==> src/rtl/mem_bus_arbiter.sv <==
// Shares a single-port RAM between the CPU core (default owner) and one DMA client.
// DMA bursts freeze the core; the CPU address is replayed before the core is released.
//
// state     | meaning
// S_CPU     | core owns the bus, counts enabled cycles toward the next DMA window
// S_DMA     | core frozen, DMA requests granted until burst limit or request drop
// S_RESTORE | core still frozen, RAM re-reads cpu_addr so the core sees its own data
module mem_bus_arbiter #(
  parameter int ADDR_W    = 16,
  parameter int DATA_W    = 8,
  parameter int MAX_BURST = 4,
  parameter int CPU_MIN   = 2
) (
  input  logic              clk,
  input  logic              rst,
  input  logic [ADDR_W-1:0] cpu_addr,
  input  logic              cpu_we,
  input  logic [DATA_W-1:0] cpu_wdata,
  output logic [DATA_W-1:0] cpu_rdata,
  output logic              core_en,
  input  logic              dma_req,
  input  logic              dma_we,
  input  logic [ADDR_W-1:0] dma_addr,
  input  logic [DATA_W-1:0] dma_wdata,
  output logic              dma_gnt,
  output logic [DATA_W-1:0] dma_rdata,
  output logic              dma_rvalid,
  output logic [ADDR_W-1:0] ram_addr,
  output logic              ram_we,
  output logic [DATA_W-1:0] ram_wdata,
  input  logic [DATA_W-1:0] ram_rdata
);

  localparam int BW = $clog2(MAX_BURST + 1);
  localparam int CW = $clog2(CPU_MIN + 1);
  localparam logic [BW-1:0] BURST_LAST = BW'(MAX_BURST - 1);
  localparam logic [CW-1:0] CPU_SAT    = CW'(CPU_MIN);

  typedef enum logic [1:0] {S_CPU, S_DMA, S_RESTORE} state_t;

  state_t          state_q, state_d;
  logic [BW-1:0]   burst_cnt_q, burst_cnt_d;
  logic [CW-1:0]   cpu_cnt_q, cpu_cnt_d;
  logic            dma_rvalid_q, dma_rvalid_d;

  assign cpu_rdata  = ram_rdata;
  assign dma_rdata  = ram_rdata;
  assign dma_rvalid = dma_rvalid_q;

  always_comb begin
    state_d      = state_q;
    burst_cnt_d  = burst_cnt_q;
    cpu_cnt_d    = cpu_cnt_q;
    dma_rvalid_d = (state_q == S_DMA) && dma_req && !dma_we;
    ram_addr     = cpu_addr;
    ram_wdata    = cpu_wdata;
    ram_we       = 1'b0;
    core_en      = 1'b1;
    dma_gnt      = 1'b0;

    unique case (state_q)
      S_CPU: begin
        ram_we = cpu_we;
        if (cpu_cnt_q != CPU_SAT) cpu_cnt_d = cpu_cnt_q + 1'b1;
        // a core write in flight always completes before the DMA takes over
        if (dma_req && !cpu_we && (cpu_cnt_q >= CPU_SAT)) begin
          state_d     = S_DMA;
          burst_cnt_d = '0;
        end
      end
      S_DMA: begin
        core_en   = 1'b0;
        ram_addr  = dma_addr;
        ram_wdata = dma_wdata;
        dma_gnt   = dma_req;
        ram_we    = dma_req && dma_we;
        if (dma_req) burst_cnt_d = burst_cnt_q + 1'b1;
        if (!dma_req || (burst_cnt_q == BURST_LAST)) state_d = S_RESTORE;
      end
      S_RESTORE: begin
        core_en   = 1'b0;
        state_d   = S_CPU;
        cpu_cnt_d = '0;
      end
      default: state_d = S_CPU;
    endcase
  end

  always_ff @(posedge clk) begin
    if (rst) begin
      state_q      <= S_CPU;
      burst_cnt_q  <= '0;
      cpu_cnt_q    <= '0;
      dma_rvalid_q <= 1'b0;
    end else begin
      state_q      <= state_d;
      burst_cnt_q  <= burst_cnt_d;
      cpu_cnt_q    <= cpu_cnt_d;
      dma_rvalid_q <= dma_rvalid_d;
    end
  end

endmodule

==> config.mk <==
export PLATFORM = sky130hd
export DESIGN_NAME = mem_bus_arbiter
export DESIGN_NICKNAME = d
export VERILOG_FILES = /design/src/rtl/mem_bus_arbiter.sv
export SDC_FILE = /design/constraint.sdc
export NUM_CORES = 1
export LEC_CHECK = 0
export BUFFER_PORTS_ARGS = -buffer_cell sky130_fd_sc_hd__buf_2
export CAP_MARGIN = 15
export CORE_ASPECT_RATIO = 0.9
export CORE_MARGIN = 5
export CORE_UTILIZATION = 30
export CTS_CLUSTER_DIAMETER = 150
export DETAILED_ROUTE_END_ITERATION = 10
export PLACE_DENSITY = 0.76
export SYNTH_ARGS = -nofsm -noshare
export SYNTH_HDL_FRONTEND = slang
export SYNTH_SLANG_ARGS = --single-unit
==> constraint.sdc <==
create_clock -name clk -period 2.8 [get_ports clk]
set_clock_uncertainty 0.2 [all_clocks]
set_input_delay 0.14 -clock clk [delete_from_list [all_inputs] [get_ports clk]]
set_output_delay 0.14 -clock clk [all_outputs]
set_load 0.02 [all_outputs]
# [Word level (Yosys, flattened, before mapping)]
# Cells that the tools add are included.
# W data, S select, Z words.
[totals] register_bits=8 in_bits=61 wordCells=44
[classes] n_addsub=2 order_cmp=1 n_eq_ne=8 muxes=13 n_reduce_logical=16
[op_table] cell="$mux W16" n=1
[op_table] cell="$mux W8" n=1
[op_table] cell="$ne A2 B2 Y1 const B" n=4
[op_table] cell="$pmux W2 S2" n=2
[op_table] cell="$mux W2" n=3
[op_table] cell="$mux W3" n=2
[op_table] cell="$pmux W3 S2" n=1
[op_table] cell="$logic_and A1 B1 Y1" n=5
[op_table] cell="$reduce_and A2 Y1" n=2
[op_table] cell="$reduce_bool A2 Y1" n=2
[op_table] cell="$add A3 B1 Y3 const B" n=1
[op_table] cell="$eq A3 B2 Y1 const B" n=1
[op_table] cell="$logic_not A1 Y1" n=3
[op_table] cell="$reduce_and A3 Y1" n=1
[op_table] cell="$add A2 B1 Y2 const B" n=1
[op_table] cell="$eq A2 B1 Y1 const B" n=1
[op_table] cell="$eq A2 B2 Y1 const B" n=1
[op_table] cell="$ge A2 B2 Y1 const B" n=1
[op_table] cell="$logic_not A2 Y1" n=1
[op_table] cell="$mux W1" n=2
[op_table] cell="$ne A2 B1 Y1 const B" n=1
[op_table] cell="$pmux W1 S2" n=1
[op_table] cell="$reduce_or A2 Y1" n=1
[op_table] cell="$logic_or A1 B1 Y1" n=1

# [Longest topological paths before layout]
# Gate-level depths: netlist of run 1.
[depth] word_depth=5 mapped_depth=7 mapped_depth_nobuf=6

# [Worst setup path after synthesis of run 1]
# No wires, ideal clock.
[synth_timing] path_type="reg-to-reg" start="reg state_q[1]" end="reg state_q[0]" arrival_time_ps=1376 slack_ps=1152 path_stages_with_launch=8 n_path_buf=1 synth_period_minus_slack_ps=1648 cell_sequence="dfxtp_1 -> inv_1 -> ha_1 -> buf_6 -> nand2_4 -> inv_2 -> a221oi_4 -> mux2i_1"
[synth_between] elab_chain_cells=3
[synth_rtl] element="start: declaration" line="41" source="state_t state_q, state_d;"
[synth_rtl] element="start signal: assignment" line="96" source="state_q <= state_d;"
[synth_rtl] element="$eq A2 B1 Y1 / $logic_not A2 Y1 (equally long branches)" line="61" source="unique case (state_q)"
[synth_rtl] element="$ne A2 B1 Y1 (no source line) / $ne A2 B2 Y1 (equally long branches)"
[synth_rtl] element="$reduce_and A2 Y1 (no source line)"
# Several ways; a longest one is shown, not always the timed one.
# A chain may end at the register's enable or synchronous reset.

# [Worst setup path in the final report of run 1]
[layout_timing] start="reg state_q[1]" end="out ram_wdata[2]"
[layout_between] elab_chain_cells=2
[layout_rtl] element="$eq A2 B1 Y1" line="61"
[layout_rtl] element="$mux W8" line="61"
[layout_rtl] element="end: declaration" line="30" source="output logic [DATA_W-1:0] ram_wdata,"
# Every way passes these cells.

==> Implementation_results.wiki, run 1 <==
{| class="wikitable"
! Metric !! Value
|-
| Crit path capture type || output pin
|-
| Post-placement worst setup slack || 0.922 ns
|-
| Pins over their slew limit || 0
|-
| Final core utilization || 0.432
|-
| Sequential cell fraction of total power || 0.149
|-
| Net Count, Synth || 171
|-
| Non-filler instance count after layout || 211
|-
| Count of H-tree levels built during CTS || 1
|-
| Cells after synthesis || 102
|-
| Overall overflow remaining after global route || 0
|-
| Clock Tree Buf Depth || 2
|-
| Biggest area contributors in the synthesized netlist || sky130_fd_sc_hd__mux2_2 (28%), sky130_fd_sc_hd__dfxtp_1 (17%), sky130_fd_sc_hd__buf_4 (13%)
|-
| Worst Setup Slack, final || 0.733 ns
|-
| Detailed router's first-iteration violation count || 63
|-
| Leakage component of the power || 0.655 nW
|-
| Kind of start point of the critical path || register
|-
| Die area || 0.00440 mm2
|-
| Mean number of vias per cell || 4.56
|-
| Post-synthesis register bit count || 8
|-
| Master of the slowest instance on the critical path || sky130_fd_sc_hd__mux2_2
|-
| Number of setup buffers added after CTS || 0
|-
| Switching share of power || 0.488
|-
| Clock sink count || 8
|-
| Required arrival time at the worst endpoint || 2.46 ns
|-
| Reg area || 160 um2
|-
| Number of instances in the placed design || 205
|-
| Number of clock buffers inserted by TritonCTS || 3
|-
| Post-synth top cells || sky130_fd_sc_hd__mux2_2 (24), sky130_fd_sc_hd__buf_4 (17), sky130_fd_sc_hd__dfxtp_1 (8), sky130_fd_sc_hd__ha_1 (8), sky130_fd_sc_hd__inv_1 (7)
|-
| Resized Gates After CTS || 0
|-
| Last weighted congestion value of the routability-driven placer || 0.873
|-
| Peak VDD IR || 0.270 mV
|-
| Crit-path cells || inv_1, ha_1, buf_4, mux2_2, buf_2
|-
| Fillers || 315
|-
| Clock share of power || 0.089
|-
| Final hold vios || 0
|-
| Number of core rows || 19
|-
| Achievable Freq || 484 MHz
|-
| Worst Tran Pin Value || 0.505 ns
|-
| Internal reg-to-reg setup slack || 0.83 ns
|-
| Initial Utilization || 0.313
|-
| Number of unique standard cell types used by synthesis || 28
|-
| # diodes || 0
|-
| Top-level port count || 105
|-
| Vias in the first global route || 976
|-
| Result of the run || complete, no violations
|-
| Synthesized cell area || 951 um2
|-
| Ratio of final minimum period to clock period || 0.738
|-
| Internal power component || 0.532 mW
|-
| Via count || 962
|-
| Critical path class || reg -> out
|-
| Std-Cell Core Area || 0.00304 mm2
|-
| Kind of path behind the tightest hold check || in -> out
|-
| Share of power burned in combinational logic || 0.762
|-
| Power density over cell area || 789 mW/mm2
|-
| Wirelength, routed || 2.85 mm
|-
| Antenna violations before repair || 0
|-
| CP max FO || 27
|-
| Leading register cell type out of synthesis || sky130_fd_sc_hd__dfxtp_1
|-
| Quantity of I/O buffers inserted on ports || 80
|-
| Antenna-violating nets left || 0
|-
| Switching power || 0.506 mW
|-
| Pin count of the biggest net entering global routing || 28
|-
| Synthesized area divided by synthesized cell count || 9.32 um2
|-
| Skew-Pair Late Insertion Delay || 0.26 ns
|-
| Yosys Warn Count || 0
|-
| Min-Delay Path Depth || 0
|-
| CTS root buf || sky130_fd_sc_hd__clkbuf_4
|-
| Floorplan die width || 69.3 um
|-
| Worst EP arrival || 1.73 ns
|-
| Post-synth EDFFs || 0
|-
| Max incr delay on CP || 0.39 ns
|-
| Final layout net count || 240
|-
| Cell type with the highest aggregate area in the netlist || sky130_fd_sc_hd__mux2_2
|-
| Most instantiated library cell after synthesis || sky130_fd_sc_hd__mux2_2
|-
| Number of DRC violations after detailed routing || 0
|-
| Time the worst path needs with I/O delays and setup || 2.07 ns
|-
| Clock-pin slew of the registers on the worst-case setup and hold paths || 0.05 ns
|-
| Share of the yosys chip area belonging to registers || 0.168
|-
| Total of endpoints with negative setup slack in the final report || 0
|-
| HPWL after detailed placement || 2.40 mm
|-
| Unrepaired setup endpoints after global routing || false
|-
| Proportion of register bits with asynchronous set or reset after synthesis || 0
|-
| Global-route usage over all layers || 0.130
|-
| Global-route wire length before repair || 4.62 mm
|-
| Mean routed wirelength per cell || 13.5 um
|-
| Hold_buf cts || 3
|-
| Share of layout cells above drive strength 1 || 0.663
|-
| Layout overhead on the synthesized area || 38.3%
|-
| Total of max-cap violations || 0
|-
| Fraction of synthesized cell area taken by the top area cell type || 0.284
|-
| Area used by multi-input combinational logic || 612 um2
|-
| TritonCTS clock tree || done
|-
| Die height || 63.4 um
|-
| Depth of the worst register-to-register path || 6
|-
| Worst hold margin || 0.0800 ns
|-
| Count of TritonRoute iterations in the first routing pass || 4
|-
| Setup TNS || 0 ns
|-
| Relative slew slack || 0.663
|}
==> layer usage <==
| layer | global-route usage | up-vias | part of all wire |
|---|---|---|---|
| li1 | - | 475 | - |
| met1 | 0.133 | 426 | 0.37 |
| met2 | 0.227 | 52 | 0.51 |
| met3 | 0.0604 | 9 | 0.10 |
| met4 | 0.0512 | 0 | 0.020 |
| met5 | 0 | - | 0 |
==> path summary, 6_finish.rpt <==
kind / start / endpoint
worst min register to register: burst_cnt_q[2]$_SDFFE_PP0P_ / burst_cnt_q[2]$_SDFFE_PP0P_
worst max-delay path: state_q[1]$_SDFFE_PP0P_ / ram_wdata[2]
worst min-delay path: ram_rdata[3] / cpu_rdata[3]
worst max register to register: state_q[1]$_SDFFE_PP0P_ / dma_rvalid$_SDFF_PP0_
==> flip-flops by register name, indices dropped and copies added, names as in the netlist <==
register,flops
burst_cnt_q,3
state_q,2
cpu_cnt_q,2
dma_rvalid,1
==> logic make-up after synthesis <==
family          after synthesis  synth area share
compound gates               13             0.121
fa+ha+maj                     8             0.105
buf+inv                      28             0.188
flops                         8             0.168
mux                          26             0.305
simple gates                 19             0.112
==> power by group through the flow <==
stage	logic, mW	clock network (mW)	registers, mW
floorplan	0.643	0	0.155
global placement	0.782	0	0.156
detailed placement	0.792	0	0.158
CTS	0.797	0.0958	0.155
global route	0.856	0.103	0.159
finish	0.791	0.0920	0.155
==> final cells by class <==
class / instances / share of cell area
inverter: 8 / 0.0228
multi-input combinational: 66 / 0.465
sequential: 8 / 0.122
timing repair buffer: 84 / 0.333
tap: 42 / 0.0400
clock buffer: 3 / 0.0171
==> critical path, delay by kind of cell (launching register included) <==
family                     cells  cell delay (ns)
muxes                          1             0.39
buffers and inverters          3             0.59
adders and majority gates      1             0.16
DFF                            1             0.32
==> through the flow <==
stage	power, mW	cell area, um2
detailed placement	0.950	1260
global route	1.12	1320
global placement	0.939	1260
CTS	1.05	1320
finish	1.04	1320
floorplan	0.798	951
==> layout by cell type (no fill, tap or decap) <==
| cell | netlist | routed |
|---|---|---|
| sky130_fd_sc_hd__mux2i_1 | 2 | 2 |
| sky130_fd_sc_hd__o221ai_1 | 1 | 1 |
| sky130_fd_sc_hd__nor3_1 | 1 | 1 |
| sky130_fd_sc_hd__and3_1 | 1 | 1 |
| sky130_fd_sc_hd__inv_1 | 7 | 7 |
| sky130_fd_sc_hd__mux2_2 | 24 | 24 |
| sky130_fd_sc_hd__a221oi_4 | 1 | 1 |
| sky130_fd_sc_hd__nand3_1 | 2 | 2 |
| sky130_fd_sc_hd__and2b_1 | 1 | 1 |
| sky130_fd_sc_hd__o21ai_1 | 1 | 1 |
| sky130_fd_sc_hd__ha_1 | 8 | 8 |
| sky130_fd_sc_hd__inv_2 | 1 | 1 |
| sky130_fd_sc_hd__a22o_1 | 1 | 1 |
| sky130_fd_sc_hd__and2_1 | 1 | 1 |
| sky130_fd_sc_hd__dfxtp_1 | 8 | 8 |
| sky130_fd_sc_hd__nand2b_1 | 2 | 2 |
| sky130_fd_sc_hd__dlygate4sd3_1 | 0 | 3 |
| sky130_fd_sc_hd__clkbuf_4 | 0 | 3 |
| sky130_fd_sc_hd__nand2_1 | 6 | 6 |
| sky130_fd_sc_hd__a21oi_1 | 2 | 2 |
| sky130_fd_sc_hd__buf_4 | 17 | 1 |
| sky130_fd_sc_hd__nor2_1 | 2 | 2 |
| sky130_fd_sc_hd__o31a_1 | 1 | 1 |
| sky130_fd_sc_hd__a211o_1 | 2 | 2 |
| sky130_fd_sc_hd__buf_2 | 2 | 80 |
| sky130_fd_sc_hd__o21bai_2 | 1 | 1 |
| sky130_fd_sc_hd__a31oi_1 | 3 | 3 |
| sky130_fd_sc_hd__nand2_4 | 1 | 1 |
| sky130_fd_sc_hd__nor4b_1 | 2 | 2 |
No activity file was read; power rests on OpenSTA's default activity.
==> run 2: changes to the inputs <==
--- a/config.mk
+++ b/config.mk
@@ -12,7 +12,7 @@
 export CORE_UTILIZATION = 30
 export CTS_CLUSTER_DIAMETER = 150
 export DETAILED_ROUTE_END_ITERATION = 10
-export PLACE_DENSITY = 0.76
+export PLACE_DENSITY = 0.79
 export SYNTH_ARGS = -nofsm -noshare
 export SYNTH_HDL_FRONTEND = slang
 export SYNTH_SLANG_ARGS = --single-unit
==> constraint.sdc (replaced) <==
create_clock -name clk -period 1.8 [get_ports clk]
set_clock_uncertainty 0.2 [all_clocks]
set_input_delay 0.09 -clock clk [delete_from_list [all_inputs] [get_ports clk]]
set_output_delay 0.09 -clock clk [all_outputs]
set_load 0.02 [all_outputs]
==> Implementation_results.wiki, run 2 (same netlist as run 1, synthesis figures left out) <==
{| class="wikitable"
! Metric !! Value
|-
| Result of the run || complete, no violations
|-
| Hold worst-path end || burst_cnt_q[2]$_SDFFE_PP0P_
|-
| Min-Delay Path Depth || 4
|-
| TritonCTS clock tree || done
|-
| Crit path capture type || output pin
|-
| RR Startpoint || state_q[1]$_SDFFE_PP0P_
|-
| Leading cell type in the layout, fill and taps excluded || sky130_fd_sc_hd__buf_2
|-
| Fillers || 303
|-
| Count of H-tree levels built during CTS || 1
|-
| Required arrival time at the worst endpoint || 1.51 ns
|-
| Clock sink count || 8
|-
| Share of layout cells above drive strength 1 || 0.678
|-
| Master of the slowest instance on the critical path || sky130_fd_sc_hd__dfxtp_2
|-
| Achievable Freq || 564 MHz
|-
| Depth of the worst register-to-register path || 7
|-
| Final hold vios || 0
|-
| Via count || 1015
|-
| Peak VDD IR || 0.760 mV
|-
| Antenna-violating nets left || 0
|-
| Hold Startpoint || dma_req
|-
| Quantity of I/O buffers inserted on ports || 80
|-
| Number of instances in the placed design || 208
|-
| Antenna violations before repair || 0
|-
| HPWL after detailed placement || 2.63 mm
|-
| Vias in the first global route || 1017
|-
| Worst Tran Pin Value || 0.416 ns
|-
| Register with the highest flop count || burst_cnt_q
|-
| CP max FO || 10
|-
| Non-filler instance count after layout || 225
|-
| Kind of path behind the tightest hold check || in -> reg
|-
| Wirelength, routed || 3.34 mm
|-
| Critical path class || reg -> out
|-
| Overall overflow remaining after global route || 0
|-
| Die area || 0.00440 mm2
|-
| Clock Tree Buf Depth || 2
|-
| Ratio of final minimum period to clock period || 0.985
|-
| Top-level port count || 105
|-
| Clock-pin slew of the registers on the worst-case setup and hold paths || 0.05 ns
|-
| Power density over cell area || 1270 mW/mm2
|-
| Crit-path cells || inv_4, ha_4, clkbuf_16, mux2_2, buf_4
|-
| Leakage component of the power || 0.742 nW
|-
| Mean number of vias per cell || 4.51
|-
| Max incr delay on CP || 0.34 ns
|-
| Setup TNS || 0 ns
|-
| Worst EP arrival || 1.48 ns
|-
| Std-Cell Core Area || 0.00304 mm2
|-
| Reg area || 165 um2
|-
| Number of DRC violations after detailed routing || 0
|-
| CTS root buf || sky130_fd_sc_hd__clkbuf_4
|-
| Most frequent cells in the layout || sky130_fd_sc_hd__buf_2 (66), sky130_fd_sc_hd__mux2_2 (24), sky130_fd_sc_hd__buf_4 (18)
|-
| Time the worst path needs with I/O delays and setup || 1.77 ns
|-
| Count of TritonRoute iterations in the first routing pass || 6
|-
| Floorplan die width || 69.3 um
|-
| Global-route wire length before repair || 4.86 mm
|-
| Detailed router's first-iteration violation count || 17
|-
| Total of endpoints with negative setup slack in the final report || 0
|-
| # diodes || 0
|-
| Worst r2r dst || burst_cnt_q[1]$_SDFFE_PP0P_
|-
| Number of clock buffers inserted by TritonCTS || 3
|-
| Global-route usage over all layers || 0.138
|-
| Number of core rows || 19
|-
| Initial Utilization || 0.313
|-
| Last weighted congestion value of the routability-driven placer || 0.839
|-
| Layout overhead on the synthesized area || 61.6%
|-
| Internal reg-to-reg setup slack || 0.09 ns
|-
| Total of max-cap violations || 0
|-
| Area used by multi-input combinational logic || 632 um2
|-
| Unrepaired setup endpoints after global routing || true
|-
| Die height || 63.4 um
|-
| Largest register FFs || 3
|-
| Kind of start point of the critical path || register
|-
| Relative slew slack || 0.722
|-
| Mean routed wirelength per cell || 14.8 um
|-
| Pins over their slew limit || 0
|-
| Skew-Pair Late Insertion Delay || 0.25 ns
|-
| Pin count of the biggest net entering global routing || 22
|-
| Leading registers by flop count || burst_cnt_q x3, cpu_cnt_q x2, state_q x2
|-
| Final layout net count || 254
|}
run 2: cell count changes in the layout (fill, tap and decap cells not counted), sizes merged:
cell         delta
dlygate4sd3     +8
buf             +5
clkbuf          +1
run 2: where the power goes:
part           internal [mW]  total, mW  switching (mW)
Combinational          0.775       1.55           0.777
Clock                 0.0762      0.135          0.0589
Sequential             0.221      0.258          0.0376
Total                   1.07       1.95           0.874
run 2: worst max path at each step:
stage | start | end | slack (ns) | depth (start not counted)
after CTS | state_q[1]$_SDFFE_PP0P_ | ram_wdata[5] | -0.008 | 5
after global placement | state_q[1]$_SDFFE_PP0P_ | state_q[1]$_SDFFE_PP0P_ | 0.11 | 7
after floorplan | state_q[1]$_SDFFE_PP0P_ | state_q[0]$_SDFFE_PP0P_ | 0.15 | 7
after detailed placement | state_q[1]$_SDFFE_PP0P_ | state_q[0]$_SDFFE_PP0P_ | 0.04 | 7
after global routing | state_q[1]$_SDFFE_PP0P_ | ram_addr[14] | -0.04 | 5
final | state_q[1]$_SDFFE_PP0P_ | ram_addr[14] | 0.03 | 5
run 2: per-stage QoR:
| step | hold slack [ns] | cell area (um2) | power [mW] | setup WS [ns] | util |
|---|---|---|---|---|---|
| after floorplan | -0.0409 | 951 | 1.24 | 0.152 | - |
| after global placement | -0.0198 | 1280 | 1.52 | 0.111 | 0.422 |
| after detailed placement | -0.0198 | 1280 | 1.54 | 0.0396 | 0.422 |
| after CTS | 0.0647 | 1450 | 1.80 | -0.00836 | 0.475 |
| after global routing | 0.107 | 1540 | 2.09 | -0.0440 | 0.505 |
| final | 0.107 | 1540 | 1.95 | 0.0261 | 0.505 |
run 2: area by class of cell:
cell class	instances	share of cell area
Clock buffer	3	0.0147
Inverter	8	0.0212
Multi-Input combinational cell	66	0.411
Sequential cell	8	0.107
Tap cell	42	0.0342
Timing Repair Buffer	98	0.411
run 2: worst max-delay path: cells and delay by family (launching register included):
family	cells	cell delay (ns)
muxes	1	0.33
buffers and inverters	3	0.40
DFF	1	0.34
adders and majority gates	1	0.17
run 2: routing by layer:
metal | global-route usage | wire length (um) | up-vias
met5 | 0 | 0 | -
met2 | 0.240 | 1870 | 38
met3 | 0.0636 | 182 | 6
met4 | 0.0537 | 55 | 0
met1 | 0.144 | 1230 | 466
li1 | - | - | 505
run 2: timing repair:
item                       in CTS  in global routing
setup buffers                   0                  2
pin swaps                       0                  1
resized for setup               8                 19
gates cloned                    0                  1
setup endpoints to repair      25                 28
hold buffers                   11                  0
hold endpoints to repair       21                  0
==> run 3: changes to the inputs <==
--- a/config.mk
+++ b/config.mk
@@ -13,6 +13,7 @@
 export CTS_CLUSTER_DIAMETER = 150
 export DETAILED_ROUTE_END_ITERATION = 10
 export PLACE_DENSITY = 0.79
+export REMOVE_ABC_BUFFERS = 1
 export SYNTH_ARGS = -nofsm -noshare
 export SYNTH_HDL_FRONTEND = slang
 export SYNTH_SLANG_ARGS = --single-unit
==> Implementation_results.wiki, run 3 (same netlist as run 1, synthesis figures left out) <==
{| class="wikitable"
! Metric !! Value
|-
| Via count || 1058
|-
| Layout overhead on the synthesized area || 56.1%
|-
| Register with the highest flop count || burst_cnt_q
|-
| Buf+Inv Stages, Crit Path || 3
|-
| Power density over cell area || 1250 mW/mm2
|-
| # diodes || 0
|-
| Result of the run || complete, no violations
|-
| Last weighted congestion value of the routability-driven placer || 0.786
|-
| Vias in the first global route || 1192
|-
| Number of core rows || 19
|-
| Largest register FFs || 3
|-
| Fillers || 311
|-
| Clock sink count || 8
|-
| Leading cell type in the layout, fill and taps excluded || sky130_fd_sc_hd__buf_2
|-
| Required arrival time at the worst endpoint || 1.51 ns
|-
| CP max FO || 20
|-
| CTS root buf || sky130_fd_sc_hd__clkbuf_4
|-
| Master of the slowest instance on the critical path || sky130_fd_sc_hd__dfxtp_2
|-
| Kind of start point of the critical path || register
|-
| Detailed router's first-iteration violation count || 18
|-
| Total of endpoints with negative setup slack in the final report || 0
|-
| Leakage component of the power || 0.724 nW
|-
| Leading registers by flop count || burst_cnt_q x3, cpu_cnt_q x2, state_q x2
|-
| Initial Utilization || 0.313
|-
| Share of layout cells above drive strength 1 || 0.674
|-
| Die height || 63.4 um
|-
| Worst Tran Pin Value || 0.450 ns
|-
| HPWL after detailed placement || 2.87 mm
|-
| Ratio of final minimum period to clock period || 0.990
|-
| Worst EP arrival || 1.49 ns
|-
| Overall overflow remaining after global route || 0
|-
| Mean routed wirelength per cell || 15.6 um
|-
| Peak VDD IR || 0.619 mV
|-
| Quantity of I/O buffers inserted on ports || 80
|-
| Non-filler instance count after layout || 223
|-
| Total of max-cap violations || 0
|-
| TritonCTS clock tree || done
|-
| Relative slew slack || 0.699
|-
| Global-route usage over all layers || 0.157
|-
| Worst Setup Slack, final || 0.0180 ns
|-
| Floorplan die width || 69.3 um
|-
| Antenna-violating nets left || 0
|-
| Most frequent cells in the layout || sky130_fd_sc_hd__buf_2 (73), sky130_fd_sc_hd__mux2_2 (23), sky130_fd_sc_hd__dlygate4sd3_1 (11), sky130_fd_sc_hd__buf_4 (11)
|-
| Unrepaired setup endpoints after global routing || true
|-
| Pin count of the biggest net entering global routing || 21
|-
| Post-placement worst setup slack || 0.0533 ns
|-
| Global-route wire length before repair || 5.43 mm
|-
| Final layout net count || 252
|-
| Crit-path cells || inv_4, ha_4, buf_12, mux2_2, buf_2
|-
| Mean number of vias per cell || 4.74
|-
| Count of H-tree levels built during CTS || 1
|-
| Count of TritonRoute iterations in the first routing pass || 4
|-
| Kind of path behind the tightest hold check || in -> reg
|-
| Skew-Pair Late Insertion Delay || 0.26 ns
|-
| Crit path capture type || output pin
|-
| Antenna violations before repair || 0
|-
| Pins over their slew limit || 0
|-
| Wirelength, routed || 3.47 mm
|-
| CP delay by family, top || buffers and inverters
|-
| Clock-pin slew of the registers on the worst-case setup and hold paths || 0.06 ns
|-
| Time the worst path needs with I/O delays and setup || 1.78 ns
|-
| Clock Tree Buf Depth || 2
|-
| Top-level port count || 105
|-
| Final hold vios || 0
|-
| Number of instances in the placed design || 208
|-
| Number of clock buffers inserted by TritonCTS || 3
|-
| Std-Cell Core Area || 0.00304 mm2
|-
| Number of DRC violations after detailed routing || 0
|-
| Die area || 0.00440 mm2
|-
| Achievable Freq || 561 MHz
|-
| Max incr delay on CP || 0.34 ns
|-
| Critical path class || reg -> out
|}
## run 3: cell types whose count changed in the layout (fill, tap and decap cells not counted)
cell,previous run,this run
sky130_fd_sc_hd__buf_2,66,73
sky130_fd_sc_hd__buf_4,18,11
sky130_fd_sc_hd__buf_6,1,0
sky130_fd_sc_hd__clkbuf_16,1,0
sky130_fd_sc_hd__dfxtp_2,1,2
sky130_fd_sc_hd__dfxtp_4,1,0
sky130_fd_sc_hd__mux2_2,24,23
sky130_fd_sc_hd__mux2_4,0,1
## run 3: layout make-up
| class | count | area [um2] | area share |
|---|---|---|---|
| Clock buffer | 3 | 22.5 | 0.0152 |
| Inverter | 8 | 32.5 | 0.0219 |
| Multi-Input combinational cell | 66 | 636 | 0.428 |
| Sequential cell | 8 | 163 | 0.110 |
| Tap cell | 42 | 52.6 | 0.0354 |
| Timing Repair Buffer | 96 | 578 | 0.390 |
## run 3: worst paths after layout
| check | start | end | slack (ns) | depth (start not counted) |
|---|---|---|---|---|
| max | state_q[1]$_SDFFE_PP0P_ | ram_wdata[4] | 0.02 | 5 |
| min | dma_req | burst_cnt_q[2]$_SDFFE_PP0P_ | 0.07 | 4 |
| max reg2reg | state_q[1]$_SDFFE_PP0P_ | dma_rvalid$_SDFF_PP0_ | 0.08 | 6 |
| min reg2reg | state_q[1]$_SDFFE_PP0P_ | state_q[1]$_SDFFE_PP0P_ | 0.29 | 2 |
## run 3: power by group
group	internal [mW]	switching, mW	total (mW)
combinational	0.689	0.761	1.45
sequential	0.216	0.0366	0.252
clock	0.0769	0.0696	0.147
total	0.982	0.867	1.85
## run 3: routing by layer
metal | vias to the layer above | share of wire | GRT usage
li1 | 503 | - | -
met1 | 487 | 0.34 | 0.139
met2 | 60 | 0.52 | 0.293
met3 | 8 | 0.11 | 0.0874
met4 | 0 | 0.030 | 0.0659
met5 | - | 0 | 0
## run 3: worst reg2reg max path: cells and delay by family (launching register included)
kind | cells | cell delay, ns
flip-flops | 1 | 0.36
buffers and inverters | 3 | 0.75
AND/OR/NAND/NOR | 2 | 0.12
adder cells (fa/ha/maj) | 1 | 0.17
## run 3: repair_timing
| item | in CTS | in global routing |
|---|---|---|
| hold buffers | 11 | 0 |
| setup buffers | 1 | 0 |
| setup endpoints to repair | 25 | 26 |
| gates cloned | 0 | 0 |
| resized for setup | 7 | 9 |
| endpoints found under the hold margin | 21 | 0 |
| pin swaps | 0 | 1 |
## run 3: metrics by stage
| step | utilization | hold slack [ns] | setup TNS, ns | area, um2 | total power [mW] |
|---|---|---|---|---|---|
| 3_3_place_gp | 0.426 | -0.0198 | 0 | 1300 | 1.57 |
| 6_report | 0.488 | 0.0704 | 0 | 1480 | 1.85 |
| 5_1_grt | 0.488 | 0.0677 | -1.05 | 1480 | 1.97 |
| 3_5_place_dp | 0.426 | -0.0198 | 0 | 1300 | 1.58 |
| 4_1_cts | 0.479 | 0.0415 | -0.0000826 | 1460 | 1.83 |
| 2_1_floorplan | - | -0.0409 | -3.96 | 802 | 1.14 |
